[src/rtl/frame_reader_pkg.sv]
// Shared definitions for the frame buffer read sequencer: default widths and
// the sequencer state encoding.
// Optional feature macro: FRAME_READER_FCS_EN adds the XOR check-byte state.
package frame_reader_pkg;

    localparam int DEF_DATA_W = 8;
    localparam int DEF_ADDR_W = 8;
    localparam int DEF_LEN_W  = 9;

    typedef enum logic [2:0] {
        S_IDLE  = 3'd0,
        S_FETCH = 3'd1,
        S_LOAD  = 3'd2,
        S_SEND  = 3'd3,
`ifdef FRAME_READER_FCS_EN
        S_FCS   = 3'd4,
`endif
        S_DONE  = 3'd5
    } state_e;

endpackage

[src/rtl/frame_reader_if.sv]
// Bundle of the frame reader's command, RAM read-port and byte-stream signals.
// The master side issues commands, supplies RAM data and drives tx_ready; the
// slave side is the frame reader itself.
// Optional feature macro: FRAME_READER_FCS_EN (no interface change).
interface frame_reader_if
    import frame_reader_pkg::*;
#(
    parameter int DATA_W = DEF_DATA_W,
    parameter int ADDR_W = DEF_ADDR_W,
    parameter int LEN_W  = DEF_LEN_W
);
    // command side
    logic              start;
    logic [ADDR_W-1:0] base_addr;
    logic [LEN_W-1:0]  len;
    logic              abort;
    logic              busy;
    logic              done;
    // frame buffer RAM read port
    logic [ADDR_W-1:0] mem_addr;
    logic [DATA_W-1:0] mem_data;
    // byte stream to the transmitter
    logic [DATA_W-1:0] tx_data;
    logic              tx_valid;
    logic              tx_ready;
    logic              tx_last;

    modport master (
        output start, base_addr, len, abort, mem_data, tx_ready,
        input  busy, done, mem_addr, tx_data, tx_valid, tx_last
    );

    modport slave (
        input  start, base_addr, len, abort, mem_data, tx_ready,
        output busy, done, mem_addr, tx_data, tx_valid, tx_last
    );

endinterface

[src/rtl/frame_reader.sv]
// Read-side sequencer for the frame buffer RAM. A start pulse walks len bytes
// from base_addr (wrapping past the top of the RAM) and presents each byte on a
// valid/ready stream with tx_last on the final byte.
// Optional feature macro: FRAME_READER_FCS_EN appends an XOR-of-all-bytes check
// byte after the last data byte (not sent for an empty frame).
module frame_reader
    import frame_reader_pkg::*;
#(
    parameter int DATA_W = DEF_DATA_W,
    parameter int ADDR_W = DEF_ADDR_W,
    parameter int LEN_W  = DEF_LEN_W
)(
    input  logic          clk,
    input  logic          rst_n,
    frame_reader_if.slave fr
);

    state_e            state_q;
    logic [ADDR_W-1:0] base_q;
    logic [LEN_W-1:0]  len_q;
    logic [LEN_W-1:0]  idx_q;
    logic              busy_q;
    logic              done_q;
    logic [ADDR_W-1:0] mem_addr_q;
    logic [DATA_W-1:0] tx_data_q;
    logic              tx_valid_q;
    logic              tx_last_q;
`ifdef FRAME_READER_FCS_EN
    logic [DATA_W-1:0] fcs_q;
`endif

    // Byte index after the one currently on the stream, and where it lives.
    logic [LEN_W-1:0]  idx_inc_d;
    logic [ADDR_W-1:0] addr_next_d;
    logic              more_d;
    logic              last_data_d;

    assign idx_inc_d   = idx_q + 1'b1;
    assign addr_next_d = base_q + ADDR_W'(idx_inc_d);
    assign more_d      = (idx_inc_d < len_q);
    assign last_data_d = (idx_inc_d == len_q);

    assign fr.busy     = busy_q;
    assign fr.done     = done_q;
    assign fr.mem_addr = mem_addr_q;
    assign fr.tx_data  = tx_data_q;
    assign fr.tx_valid = tx_valid_q;
    assign fr.tx_last  = tx_last_q;

    // Sequencer FSM with registered outputs. mem_addr is loaded one state ahead
    // of FETCH so the RAM latches it at the FETCH edge and its data is ready to
    // be captured in LOAD, giving three cycles per byte with tx_ready high.
    always_ff @(posedge clk) begin
        if (!rst_n) begin
            state_q    <= S_IDLE;
            base_q     <= '0;
            len_q      <= '0;
            idx_q      <= '0;
            busy_q     <= 1'b0;
            done_q     <= 1'b0;
            mem_addr_q <= '0;
            tx_data_q  <= '0;
            tx_valid_q <= 1'b0;
            tx_last_q  <= 1'b0;
`ifdef FRAME_READER_FCS_EN
            fcs_q      <= '0;
`endif
        end else begin
            done_q <= 1'b0;
            if (fr.abort && (state_q != S_IDLE)) begin
                // Abort beats everything, but a byte accepted this same edge
                // still counts as sent.
                if ((state_q == S_SEND) && fr.tx_ready) begin
                    idx_q <= idx_inc_d;
                end
                state_q    <= S_IDLE;
                busy_q     <= 1'b0;
                tx_valid_q <= 1'b0;
                tx_last_q  <= 1'b0;
            end else begin
                case (state_q)
                    S_IDLE: begin
                        if (fr.start && !fr.abort) begin
                            base_q <= fr.base_addr;
                            len_q  <= fr.len;
                            idx_q  <= '0;
                            busy_q <= 1'b1;
`ifdef FRAME_READER_FCS_EN
                            fcs_q  <= '0;
`endif
                            if (fr.len == '0) begin
                                state_q <= S_DONE;
                            end else begin
                                mem_addr_q <= fr.base_addr;
                                state_q    <= S_FETCH;
                            end
                        end
                    end
                    S_FETCH: begin
                        state_q <= S_LOAD;
                    end
                    S_LOAD: begin
                        tx_data_q  <= fr.mem_data;
                        tx_valid_q <= 1'b1;
`ifdef FRAME_READER_FCS_EN
                        fcs_q      <= fcs_q ^ fr.mem_data;
                        tx_last_q  <= 1'b0;
`else
                        tx_last_q  <= last_data_d;
`endif
                        state_q    <= S_SEND;
                    end
                    S_SEND: begin
                        if (fr.tx_ready) begin
                            tx_valid_q <= 1'b0;
                            tx_last_q  <= 1'b0;
                            idx_q      <= idx_inc_d;
                            if (more_d) begin
                                mem_addr_q <= addr_next_d;
                                state_q    <= S_FETCH;
                            end else begin
`ifdef FRAME_READER_FCS_EN
                                state_q <= S_FCS;
`else
                                state_q <= S_DONE;
`endif
                            end
                        end
                    end
`ifdef FRAME_READER_FCS_EN
                    S_FCS: begin
                        // First cycle loads the check byte; then hold until taken.
                        if (!tx_valid_q) begin
                            tx_data_q  <= fcs_q;
                            tx_valid_q <= 1'b1;
                            tx_last_q  <= 1'b1;
                        end else if (fr.tx_ready) begin
                            tx_valid_q <= 1'b0;
                            tx_last_q  <= 1'b0;
                            state_q    <= S_DONE;
                        end
                    end
`endif
                    S_DONE: begin
                        done_q  <= 1'b1;
                        busy_q  <= 1'b0;
                        state_q <= S_IDLE;
                    end
                    default: begin
                        state_q <= S_IDLE;
                    end
                endcase
            end
        end
    end

endmodule

[src/flat_wrapper.sv]
// flat-port wrapper written by rule: the top's interface ports become plain ports
module frame_reader_flat import frame_reader_pkg::*;
#(
    parameter int DATA_W = DEF_DATA_W,
    parameter int ADDR_W = DEF_ADDR_W,
    parameter int LEN_W  = DEF_LEN_W
)
  (clk, rst_n, fr_start, fr_base_addr, fr_len, fr_abort, fr_mem_data, fr_tx_ready, fr_busy, fr_done, fr_mem_addr, fr_tx_data, fr_tx_valid, fr_tx_last);
  frame_reader_if #(.DATA_W(DATA_W), .ADDR_W(ADDR_W), .LEN_W(LEN_W)) fr_i ();
  input  logic clk;
  input  logic rst_n;
  input wire logic [$bits(fr_i.start)-1:0] fr_start;
  input wire logic [$bits(fr_i.base_addr)-1:0] fr_base_addr;
  input wire logic [$bits(fr_i.len)-1:0] fr_len;
  input wire logic [$bits(fr_i.abort)-1:0] fr_abort;
  input wire logic [$bits(fr_i.mem_data)-1:0] fr_mem_data;
  input wire logic [$bits(fr_i.tx_ready)-1:0] fr_tx_ready;
  output wire logic [$bits(fr_i.busy)-1:0] fr_busy;
  output wire logic [$bits(fr_i.done)-1:0] fr_done;
  output wire logic [$bits(fr_i.mem_addr)-1:0] fr_mem_addr;
  output wire logic [$bits(fr_i.tx_data)-1:0] fr_tx_data;
  output wire logic [$bits(fr_i.tx_valid)-1:0] fr_tx_valid;
  output wire logic [$bits(fr_i.tx_last)-1:0] fr_tx_last;
  assign fr_i.start = fr_start;
  assign fr_i.base_addr = fr_base_addr;
  assign fr_i.len = fr_len;
  assign fr_i.abort = fr_abort;
  assign fr_i.mem_data = fr_mem_data;
  assign fr_i.tx_ready = fr_tx_ready;
  assign fr_busy = fr_i.busy;
  assign fr_done = fr_i.done;
  assign fr_mem_addr = fr_i.mem_addr;
  assign fr_tx_data = fr_i.tx_data;
  assign fr_tx_valid = fr_i.tx_valid;
  assign fr_tx_last = fr_i.tx_last;
  frame_reader #(.DATA_W(DATA_W), .ADDR_W(ADDR_W), .LEN_W(LEN_W)) u_core (.clk(clk), .rst_n(rst_n), .fr(fr_i));
endmodule
[config.mk]
export PLATFORM = sky130hd
export DESIGN_NAME = frame_reader_flat
export DESIGN_NICKNAME = d
export VERILOG_FILES = /design/src/rtl/frame_reader_pkg.sv /design/src/rtl/frame_reader_if.sv /design/src/rtl/frame_reader.sv /design/src/flat_wrapper.sv
export SDC_FILE = /design/constraint.sdc
export NUM_CORES = 1
export LEC_CHECK = 0
export ABC_AREA = 1
export BUFFER_PORTS_ARGS = -buffer_cell sky130_fd_sc_hd__buf_2
export CELL_PAD_IN_SITES_DETAIL_PLACEMENT = 1
export CELL_PAD_IN_SITES_GLOBAL_PLACEMENT = 1
export CORE_ASPECT_RATIO = 2
export CORE_UTILIZATION = 42
export CTS_CLUSTER_DIAMETER = 100
export DETAILED_ROUTE_END_ITERATION = 12
export GPL_ROUTABILITY_DRIVEN = 0
export HOLD_SLACK_MARGIN = 0.06
export PLACE_DENSITY_LB_ADDON = 0.1
export SYNTH_ARGS = -nofsm -noshare
export SYNTH_HDL_FRONTEND = slang
export SYNTH_SLANG_ARGS = --single-unit
[constraint.sdc]
create_clock -name clk -period 6.4 [get_ports clk]
set_input_delay 0 -clock clk [delete_from_list [all_inputs] [get_ports clk]]
set_output_delay 0 -clock clk [all_outputs]
set_load 0.02 [all_outputs]
Word-level counts from Yosys, hierarchy flattened
Cells that the tools add are included.
{"block": "op_classes", "n_addsub": 2, "n_lt_le_gt_ge": 1, "eq_ne": 12, "mux": 21, "bitwise_logic": 2, "n_reduce_logical": 19}
{"operator": "9-bit two-way mux", "n": 4}
{"operator": "8-bit two-way mux", "n": 4}
{"operator": "9-bit one-hot mux with 2 select lines", "n": 1}
{"operator": "8-bit one-hot mux with 2 select lines", "n": 1}
{"operator": "3-bit two-way mux", "n": 4}
{"operator": "3-bit one-hot mux with 4 select lines", "n": 1}
{"operator": "9-bit by 1-bit adder with 9-bit output, second input constant", "n": 1}
{"operator": "9-bit equality test", "n": 1}
{"operator": "9-bit zero test", "n": 1}
{"operator": "9-bit less-than comparator", "n": 1}
{"operator": "8-bit adder", "n": 1}
{"operator": "2-bit AND reduction", "n": 4}
{"operator": "3-bit by 2-bit equality test with 1-bit output, second input constant", "n": 2}
{"operator": "2-bit inequality test, second input constant", "n": 3}
{"operator": "1-bit one-hot mux with 2 select lines", "n": 3}
{"operator": "6-bit AND reduction", "n": 1}
{"operator": "2-bit nonzero test", "n": 3}
{"operator": "3-bit nonzero test", "n": 2}
{"operator": "2-bit by 1-bit inequality test with 1-bit output, second input constant", "n": 2}
{"operator": "4-bit AND reduction", "n": 1}
{"operator": "3-bit by 1-bit equality test with 1-bit output, second input constant", "n": 1}
{"operator": "3-bit equality test, second input constant", "n": 1}
{"operator": "1-bit logical AND", "n": 3}
{"operator": "3-bit zero test", "n": 1}
{"operator": "7 further kinds", "n": 10}
{"block": "totals", "reg_bits": 49, "inputBits": 30, "wordCells": 67}

Longest topological paths before layout
{"block": "depth", "word_depth": 5, "ltp_mapped": 19, "ltp_nobuf": 18}

Least setup slack after synthesis
Ideal clock, no wire load.
{"block": "synth_timing", "path_type": "register -> register", "from": "reg u_core.idx_q[0]", "to": "reg u_core.mem_addr_q[6], in the netlist u_core.fr.mem_addr[6]", "setup_ps": 113, "arrival_time_ps": 2221, "path_slack_ps": 4067, "path_stages_with_launch": 16, "path_cell_list": "dfxtp_1 -> ha_1 -> nand2_1 -> nor2_1 -> inv_1 -> nor3_1 -> xor2_1 -> ha_1 -> a21o_1 -> nor2_1 -> nand3_1 -> nand2_1 -> nand3_4 -> buf_6 -> nor2_1 -> nor2_1"}
{"block": "synth_between", "elab_chain_cells": 5}
{"element": "start, declared", "line_no": "frame_reader.sv:21", "rtl": "logic [LEN_W-1:0] idx_q;"}
{"element": "start signal, assigned", "line_no": "frame_reader.sv:74", "rtl": "idx_q <= idx_inc_d;"}
{"element": "start signal, assigned", "line_no": "frame_reader.sv:117", "rtl": "idx_q <= idx_inc_d;"}
{"element": "9-bit by 1-bit adder with 9-bit output (*)", "line_no": "frame_reader.sv:38", "rtl": "assign idx_inc_d = idx_q + 1'b1;"}
{"element": "8-bit adder", "line_no": "frame_reader.sv:39", "rtl": "assign addr_next_d = base_q + ADDR_W'(idx_inc_d);"}
{"element": "8-bit two-way mux", "line_no": "frame_reader.sv:118", "rtl": "if (more_d) begin"}
{"element": "8-bit two-way mux", "line_no": "frame_reader.sv:114", "rtl": "if (fr.tx_ready) begin"}
{"element": "8-bit one-hot mux with 2 select lines", "line_no": "frame_reader.sv:81", "rtl": "case (state_q)"}
{"element": "end signal, assigned", "line_no": "frame_reader.sv:94", "rtl": "mem_addr_q <= fr.base_addr;"}
{"element": "end signal, assigned", "line_no": "frame_reader.sv:119", "rtl": "mem_addr_q <= addr_next_d;"}
{"element": "end, declared", "line_no": "frame_reader.sv:24", "rtl": "logic [ADDR_W-1:0] mem_addr_q;"}
Every way passes the cells marked *; elsewhere a longest branch is shown, timed or not. The select of a mux whose other input is x is not followed.
A chain may end at the register's enable or synchronous reset.

Worst setup path after layout
{"block": "layout_timing", "from": "reg u_core.idx_q[1]", "to": "reg u_core.mem_addr_q[7], in the netlist u_core.fr.mem_addr[7]"}
Same word-level chain as after synthesis.

==> results by group <==
Die
  • Core box area: 6060 um2
  • Die X: a little under 60 um
  • Die height: about 110 um
  • Full die area: between 6000 and 7000 um2
  • # IOs: 50
  • Core Rows: 40
  • Initial core utilization: between 40% and 50%

Clock tree
  • CTS buffer count: 5
  • CTS Root Cell: clkbuf_16
  • Max Root-Sink Buffers: 2
  • Clk sinks: a little under 50
  • Worst-Skew Late Latency: about 0.30 ns
  • Clock-pin slew on the worst setup and hold paths: about 0.070 ns
  • CTS H-tree depth: 2
  • CTS tree: built

Power
  • VDD IR max: 0.250 mV
  • Total power: 0.911 mW
  • Pwr dens: roughly 270 nW/um2
  • Leakage power: 1.60 nW

Yosys
  • Synth Area in Compound Gates: roughly an eighth
  • Post-synth EDFFs: 0
  • Ys Warns: 0
  • Post-synthesis xor/xnor area fraction: between 2 and 3%
  • Simple-gate portion of the synthesized area: 30.8%
  • Mux cell area share after synthesis: 0%
  • Top_reg_cell synth: dfxtp_1
  • Post-synthesis sequential area ratio: ~37%
  • Post-synth ARST share: 0%
  • Seq cells post-synth: between 40 and 50
  • Syn_nets: between 400 and 500
  • Synthesized area: about 2700 um2
  • Adder-Cell Fraction of Synth Area: slightly below 9%
  • Yosys cell types: 27
  • Largest family of logic cells by synthesized area: simple AND/OR/NAND/NOR gates
  • Mapped Avg Cell Area: around 7.1 um2
  • Syn Inst Count: approximately 380

Global routing
  • Overall Global Routing Usage: between 20% and 30%
  • GR Overflow Total: 0
  • Initial antenna violation count: 0
  • Vias in the first global route: 2988
  • First-pass GRT wire length: between 10000 and 15000 um
  • Largest net degree at the start of global routing: 29

Route
  • First-pass detailed-route iteration total: 4
  • WL final: a little over 8000 um
  • Via count: between 2000 and 3000
  • Antenna Nets Post-Route: 0
  • DR vias/cell: roughly 5
  • Residual DRC: 0
  • DRT iter0 DRCs: 61
  • Wirelength per Cell: between 15 and 20 um

Timing
  • Slew HR: between 50% and 60%
  • Period utilisation layout: a little over two fifths
  • RSZ-0062 raised after global routing: no
  • Slew @ Worst Pin: between 0.7 and 0.8 ns
  • Worst clock skew: roughly 0.006 ns
  • Final worst setup slack: ~3.6 ns
  • F_max: 357 MHz
  • Final Slew Violations: 0
  • Setup total negative slack: 0 ns
  • Fin. Hold Viols: 0
  • Hold WS: between 0.1 and 0.15 ns
  • Final setup fails: 0
  • Min Tclk post-route: between 2 and 3 ns

Setup path
  • Crit path launch type: flop
  • Worst-path cell chain: ha_1 > nand2_1 > nor2_1 > inv_1 > nor3_1 > xor2_1 > ha_1 > a21o_1 > nor2_1 > nand3_1 > nand2_1 > nand3_4 > nand2_1 > nand2_1 > nor2_1
  • Most numerous cell on the critical path: nand2_1
  • Crit path kind: flop to flop
  • Critical Path Source: u_core.idx_q[1]
  • CP bufs+invs: 1
  • Delay-heaviest family, CP: simple AND/OR/NAND/NOR gates
  • Crit end category: flop
  • Worst R2R Start: u_core.idx_q[1]
  • Required @ worst endpoint: between 6 and 7 ns
  • Crit-path max FO: 12
  • CP max stage cell: dfxtp_1
  • Slowest stage delay, CP: around 0.36 ns
  • Crit path arrival time: between 3 and 4 ns

Place
  • Port-buffer cells: about 50
  • Placement Cell Area: ~3000 um2
  • Pre-CTS WS: between 3 and 4 ns
  • DP Cell Count: between 400 and 500
  • Dpl hpwl: about 6100 um

Min path
  • Worst Hold Launch: fr_start
  • Worst hold path type: primary input to flop

Layout
  • Number of fillers in the final layout: just over 800
  • Post-Layout Cell Count: 533
  • Fin util: 56.4%
  • Layout net count: around 500
  • Antenna Cells: 0
  • Share of cells above drive strength 1: 14.9%
  • Design Area, Final: 3410 um2
  • Area delta synth->final: 28.7%

Run
  • Max cap viols: 0

Outcome
  • Outcome: finished, final reports clean
==> power by group <==
part,internal [mW],leakage (nW),switching (mW)
combinational,0.0777,1.11,0.135
clock,0.223,0.0938,0.122
sequential,0.335,0.399,0.0180
total,0.636,1.60,0.275
==> registers in the layout, summed over array words and instances (netlist names) <==
name,count
u_core.base_q,8
u_core.len_q,9
u_core.fr.tx_last,1
u_core.fr.mem_addr,8
u_core.fr.tx_data,8
u_core.fr.busy,1
u_core.fr.done,1
u_core.fr.tx_valid,1
u_core.idx_q,9
u_core.state_q,3
==> cell usage in the layout (no fill, tap or decap), types with 2 or more instances in the layout <==
cell	Yosys	final
nand3_1	26	26
buf_2	2	49
xnor2_1	4	4
inv_1	36	36
nor3_1	6	6
dfxtp_1	49	49
inv_4	2	2
a21oi_1	43	43
clkinv_1	2	2
clkbuf_16	0	5
o21ai_0	22	22
xor2_1	4	4
nand2_1	93	93
dlygate4sd3_1	0	26
nand3_4	2	2
nand4_1	6	6
ha_1	17	17
nor2_1	44	44
bufinv_16	0	2
nand2_4	2	2
==> worst paths after layout <==
path	to	slack (ns)	cells past startpoint
worst min register to register	u_core.fr.tx_data[1]	0.46	2
worst max-delay path	u_core.fr.mem_addr[7]	3.60	15
worst min-delay path	u_core.state_q[2]	0.13	5
worst max register to register	u_core.fr.mem_addr[7]	3.60	15
==> layout make-up <==
class | instances | area [um2] | share of cell area [%]
well taps | 84 | 105 | 3.08
clock buffers | 5 | 125 | 3.66
clock inverters | 3 | 65.1 | 1.91
repair buffers | 76 | 513 | 15.0
multi-input cells | 276 | 1470 | 43.1
flip-flops and latches | 49 | 981 | 28.7
inverters | 40 | 155 | 4.54
==> repair_timing <==
item                                    CTS  global route
resized for setup                         0             0
hold buffers                             26             0
buffers inserted                          0             0
hold endpoints to repair                 27             0
endpoints found under the setup margin    0             0
==> per-layer routing <==
layer	GRT usage, %	wire (um)
met5	0	0
met3	4.75	214
met2	55.4	4810
met4	14.9	346
met1	23.8	2840
==> cells by family after synthesis <==
family	count (synthesis)
AND/OR/NAND/NOR	182
AO/OA/AOI/OAI	68
buffers and inverters	50
flip-flops	49
adder cells (fa/ha/maj)	18
XOR/XNOR	8
==> worst min-delay path, stage by stage <==
cell	delay (ns)
buf_2	0.12
nand2_1	0.06
a211oi_1	0.09
nand2_1	0.07
a21oi_1	0.04
==> cell usage after synthesis, types with 2 or more instances <==
cell type  instances  share of area [%]
nand2_4            2               0.85
inv_4              2               0.47
clkbuf_1           6               0.85
nand3_1           26                4.9
nand4_1            6                1.4
xnor2_1            4                1.3
a21oi_1           43                8.1
ha_1              17                8.0
nand3_4            2                1.3
nor3_1             6                1.1
buf_2              2               0.38
o21ai_0           22                4.1
nand2_1           93                 13
dfxtp_1           49                 37
clkinv_1           2               0.28
xor2_1             4                1.3
nor2_1            44                6.2
inv_1             36                5.1
Power figures use the tool's default switching activity.
